## config.mk

```make
export PLATFORM = sky130hd
export DESIGN_NAME = fp_unit_issuer
export DESIGN_NICKNAME = d
export VERILOG_FILES = /design/src/rtl/fp_unit_issuer.sv
export SDC_FILE = /design/constraint.sdc
export NUM_CORES = 1
export LEC_CHECK = 0
export CAP_MARGIN = 5
export CORE_UTILIZATION = 40
export DETAILED_ROUTE_END_ITERATION = 8
export DONT_BUFFER_PORTS = 1
export SETUP_SLACK_MARGIN = 0.4
export SKIP_CTS_REPAIR_TIMING = 1
export SYNTH_ARGS = -nofsm -noshare
export SYNTH_HDL_FRONTEND = slang
export SYNTH_SLANG_ARGS = --single-unit
```

## constraint.sdc

```tcl
create_clock -name clock -period 4.86 [get_ports clock]
set_input_delay 1.215 -clock clock [delete_from_list [all_inputs] [get_ports clock]]
set_output_delay 1.215 -clock clock [all_outputs]
set_load 0.02 [all_outputs]
```

## src/rtl/fp_unit_issuer.sv

```systemverilog
// fp_unit_issuer: initiator for the go/done trigger protocol of a fixed-latency FP unit.
// The unit cannot be stalled. Credits therefore bound the result FIFO, and after
// reset a flush phase discards stale dones that are still in the unit's pipeline.
//
// Ports:
//   clock, reset        rising-edge clock, asynchronous active-high reset
//   req_valid/ready     operand request handshake (req_a, req_b)
//   rsp_valid/ready     result response handshake (rsp_data = FIFO head)
//   unit_go             go trigger to the unit (combinational, equals the request handshake)
//   unit_a, unit_b      operands to the unit (passthrough of req_a, req_b)
//   unit_done           done trigger from the unit; unit_result is valid with it
//   err                 sticky protocol error (unexpected or missing done, FIFO overrun)
module fp_unit_issuer #(
    parameter int unsigned LATENCY = 14,
    parameter int unsigned WIDTH   = 32,
    parameter int unsigned DEPTH   = 16
) (
    input  logic             clock,
    input  logic             reset,
    input  logic             req_valid,
    output logic             req_ready,
    input  logic [WIDTH-1:0] req_a,
    input  logic [WIDTH-1:0] req_b,
    output logic             rsp_valid,
    input  logic             rsp_ready,
    output logic [WIDTH-1:0] rsp_data,
    output logic             unit_go,
    output logic [WIDTH-1:0] unit_a,
    output logic [WIDTH-1:0] unit_b,
    input  logic             unit_done,
    input  logic [WIDTH-1:0] unit_result,
    output logic             err
);

    localparam int unsigned OCC_W  = $clog2(DEPTH + 1);
    localparam int unsigned PTR_W  = (DEPTH > 1) ? $clog2(DEPTH) : 1;
    localparam int unsigned FCNT_W = $clog2(LATENCY + 1);

    typedef enum logic {
        FLUSH = 1'b0,
        RUN   = 1'b1
    } state_t;

    state_t             state_q, state_d;
    logic [FCNT_W-1:0]  flush_cnt_q, flush_cnt_d;
    logic [OCC_W-1:0]   occ_q;
    logic [OCC_W-1:0]   fifo_count_q;
    logic [PTR_W-1:0]   wr_ptr_q, rd_ptr_q;
    logic [LATENCY-1:0] exp_sr_q;
    logic [WIDTH-1:0]   mem [DEPTH];

    logic run, fire, deq, fifo_full, exp_done, wr_en, done_err;

    // Pointer advance, wrapping modulo DEPTH (DEPTH need not be a power of two).
    function automatic logic [PTR_W-1:0] ptr_inc(input logic [PTR_W-1:0] p);
        return (p == PTR_W'(DEPTH - 1)) ? '0 : p + PTR_W'(1);
    endfunction

    // State register.
    always_ff @(posedge clock or posedge reset) begin
        if (reset) begin
            state_q     <= FLUSH;
            flush_cnt_q <= FCNT_W'(LATENCY);
        end else begin
            state_q     <= state_d;
            flush_cnt_q <= flush_cnt_d;
        end
    end

    // Next state and request acceptance.
    always_comb begin
        state_d     = state_q;
        flush_cnt_d = flush_cnt_q;
        req_ready   = 1'b0;
        case (state_q)
            FLUSH: begin
                flush_cnt_d = flush_cnt_q - FCNT_W'(1);
                if (flush_cnt_q == FCNT_W'(1)) begin
                    state_d = RUN;
                end
            end
            RUN: begin
                // A same-cycle dequeue is deliberately not credited here.
                req_ready = (occ_q != OCC_W'(DEPTH));
            end
            default: state_d = FLUSH;
        endcase
    end

    assign run       = (state_q == RUN);
    assign fire      = req_valid & req_ready;
    assign unit_go   = fire;
    assign unit_a    = req_a;
    assign unit_b    = req_b;
    assign rsp_valid = (fifo_count_q != '0);
    assign rsp_data  = mem[rd_ptr_q];
    assign deq       = rsp_valid & rsp_ready;
    assign fifo_full = (fifo_count_q == OCC_W'(DEPTH));
    assign exp_done  = exp_sr_q[LATENCY-1];
    // A full FIFO still accepts a write when the head leaves in the same cycle.
    assign wr_en     = run & unit_done & (~fifo_full | deq);
    assign done_err  = run & ((unit_done != exp_done) | (unit_done & fifo_full & ~deq));

    // Credits, expected-done pipeline, FIFO bookkeeping and the sticky error flag.
    always_ff @(posedge clock or posedge reset) begin
        if (reset) begin
            occ_q        <= '0;
            exp_sr_q     <= '0;
            fifo_count_q <= '0;
            wr_ptr_q     <= '0;
            rd_ptr_q     <= '0;
            err          <= 1'b0;
        end else begin
            case ({fire, deq})
                2'b10:   occ_q <= occ_q + OCC_W'(1);
                2'b01:   occ_q <= occ_q - OCC_W'(1);
                default: occ_q <= occ_q;
            endcase

            exp_sr_q <= (exp_sr_q << 1) | LATENCY'(fire);

            case ({wr_en, deq})
                2'b10:   fifo_count_q <= fifo_count_q + OCC_W'(1);
                2'b01:   fifo_count_q <= fifo_count_q - OCC_W'(1);
                default: fifo_count_q <= fifo_count_q;
            endcase

            if (wr_en) begin
                wr_ptr_q <= ptr_inc(wr_ptr_q);
            end
            if (deq) begin
                rd_ptr_q <= ptr_inc(rd_ptr_q);
            end
            if (done_err) begin
                err <= 1'b1;
            end
        end
    end

    // Result storage; contents need no reset because fifo_count gates visibility.
    always_ff @(posedge clock) begin
        if (wr_en) begin
            mem[wr_ptr_q] <= unit_result;
        end
    end

endmodule

```

==> metrics <==
status finished with violations; failing checks DRC; Clock H-tree levels 2; worst hold path endpoint exp_sr_q[1]; Hold Path Class register to register; # IOs 201; Syn Area/Cell 20.8 µm²; Seq/Total Area, Yosys 75.7%; Area Growth Syn to Fin 11.0%; die area 0.0548 mm²; post-route minimum period 4.08 ns; Least-Margin Pin Slew 1.03 ns; gr ovfl total 0; reg-to-reg setup timing slack 1.72 ns; post-synthesis xor/xnor area fraction 0.406%; CP Launch Type register; Initial Utilization 40.8%; clk sink count 550; Max-cap violations 0; Critical Path AT 2.87 ns; r2r startpoint run; final setup vio count 0; cts bufs inserted 57; mean routed wirelength per cell 25.3 µm; clk buf depth 3; Post-synth EDFFs 512; Tot Pwr 13.8 mW; initial DRC count 821; CTS tree yes; asr flop ratio synth 6.91%; Post-Synthesis Net Count 1156; Yosys Warn Count 0; clock-pin slew on the worst setup and hold paths 0.06 ns; setup TNS 0 ns; Yosys reg bits 550; critical path peak fanout 35; Die X-Extent 234 µm; initial antenna violation count 0; Synth Flop Type edfxtp_1; Worst EP required 3.64 ns; area of the core 0.0529 mm²; die height 234 µm; dpl cell area 0.0221 mm²; synth cell count leaders 512 x edfxtp_1, 128 x mux4_2, 70 x buf_4; RSZ-0062 raised after global routing false; Synth Area in Simple Gates 2.07%; CP Capture Type primary output; synth top area cells edfxtp_1 71%, mux4_2 13%, dfrtp_1 4.1%, buf_4 2.4%, a22oi_1 2.2%; Rows 84; clk_skew 0.0319 ns; antenna-violating nets left 0; P_leak 7.68 nW; Reg2Reg Depth 8; post-synth top area cell edfxtp_1; maximum VDD drop 317 µV; clock root buffer clkbuf_16; Synth Area in Compound Gates 3.61%; Detailed Routing Iterations Pass 1 7; Synth top area share 71.3%; number of port buffers 0; routability cong. 0.767; ANT cells 0; Post-DP HPWL 24900 µm; Synth cell types 50; final number of hold-violating endpoints 0; design area 0.0239 mm²; DRC 30; Hold Path Stages 0; clk_lat worst skew 0.61 ns; largest family of logic cells by synthesized area multiplexers; vias in the first global route 10226; fin crit share 84.0%; fmax 245 MHz; fill count 4369; Total Routing Usage GR 16.6%; Synth Area in Adders 0.998%; cell count after synthesis 1039; via count 9566; Final Max Tran Viols 0; via density per instance 5.47; count leader, synth edfxtp_1; first-pass GRT wire length 66400 µm; reg2reg end occ_q[4]; largest net degree at the start of global routing 43; detailed-route wire length 44300 µm; share of layout cells above drive strength 1 25.8%; hold path start exp_sr_q[0]; Final Net Count 1135; Rel. slew slack 31.1%; mux contribution to synthesized area 13.6%; Power Dens Cells 575 mW/mm²; Cell Area, Synth 0.0216 mm²; critical path type register to primary output
layout make-up:
type,count,area (µm²),area share (%)
clock buffer,70,1480,6.16
inverter,14,52.6,0.220
sequential,550,16300,68.2
clock inverter,32,323,1.35
timing repair buffer,32,290,1.21
tap,688,861,3.60
multi-input combinational,363,4600,19.2
critical path, cell delays in order (launching register included):
cell,delay (ns)
dfrtp_4,0.73
buf_12,0.36
mux4_2,0.54
a22oi_1,0.35
nand2_1,0.24
flip-flops by register name (all words and copies together), names as in the netlist:
signal        flops
flush_cnt_q       4
exp_sr_q         14
wr_ptr_q          4
mem             512
rd_ptr_q          4
err               1
fifo_count_q      5
run               1
occ_q             5
worst max path at each step:
stage | start | end | slack, ns | depth (start not counted)
finish | rd_ptr_q[0] | rsp_data[4] | 0.78 | 4
CTS | rd_ptr_q[0] | rsp_data[11] | 0.70 | 4
global route | rd_ptr_q[0] | rsp_data[4] | 0.61 | 4
detailed placement | unit_done | mem[7][4] | 1.14 | 5
floorplan | unit_done | mem[0][0] | 0.42 | 4
global placement | unit_done | mem[7][6] | 1.19 | 5
per-stage QoR:
step	setup WS [ns]	instances	hold slack, ns	util, %
2_1_floorplan	0.420	1039	0.331	-
3_5_place_dp	1.14	1647	0.336	41.9
3_3_place_gp	1.19	1647	0.332	41.9
5_1_grt	0.609	1749	0.359	45.3
4_1_cts	0.696	1749	0.349	45.3
6_report	0.776	1749	0.347	45.3
cells in the final DEF, fill, tap and decap left out, drive strengths merged, types with 6 or more instances in the layout:
cell    instances
clkbuf         70
nand2b          6
a22oi          64
nand2          50
nor3            7
ha             14
nor2           20
inv            16
mux4          128
xnor2           6
o21ai          11
dfrtp          35
a21oi           7
buf            32
edfxtp        512
clkinv         24
cells by family (layout without fill, tap and decap cells):
group,after synthesis,in the layout
AO/OA/AOI/OAI,105,105
buffers and inverters,126,148
flip-flops,550,550
multiplexers,132,132
XOR/XNOR,10,10
adder cells (fa/ha/maj),16,16
AND/OR/NAND/NOR,100,100
layer usage:
| metal | up-vias | share of wire (%) | GRT usage, % |
|---|---|---|---|
| met3 | 95 | 5.5 | 3.19 |
| li1 | 4141 | - | - |
| met4 | 0 | 2.6 | 6.11 |
| met2 | 260 | 49 | 26.9 |
| met5 | - | 0 | 0 |
| met1 | 5070 | 43 | 22.4 |
power by group:
part	leakage [nW]	switching [mW]	internal, mW
sequential	5.07	0.294	5.65
clock	0.879	1.77	2.42
combinational	1.73	2.14	1.49
Power figures use the tool's default switching activity.
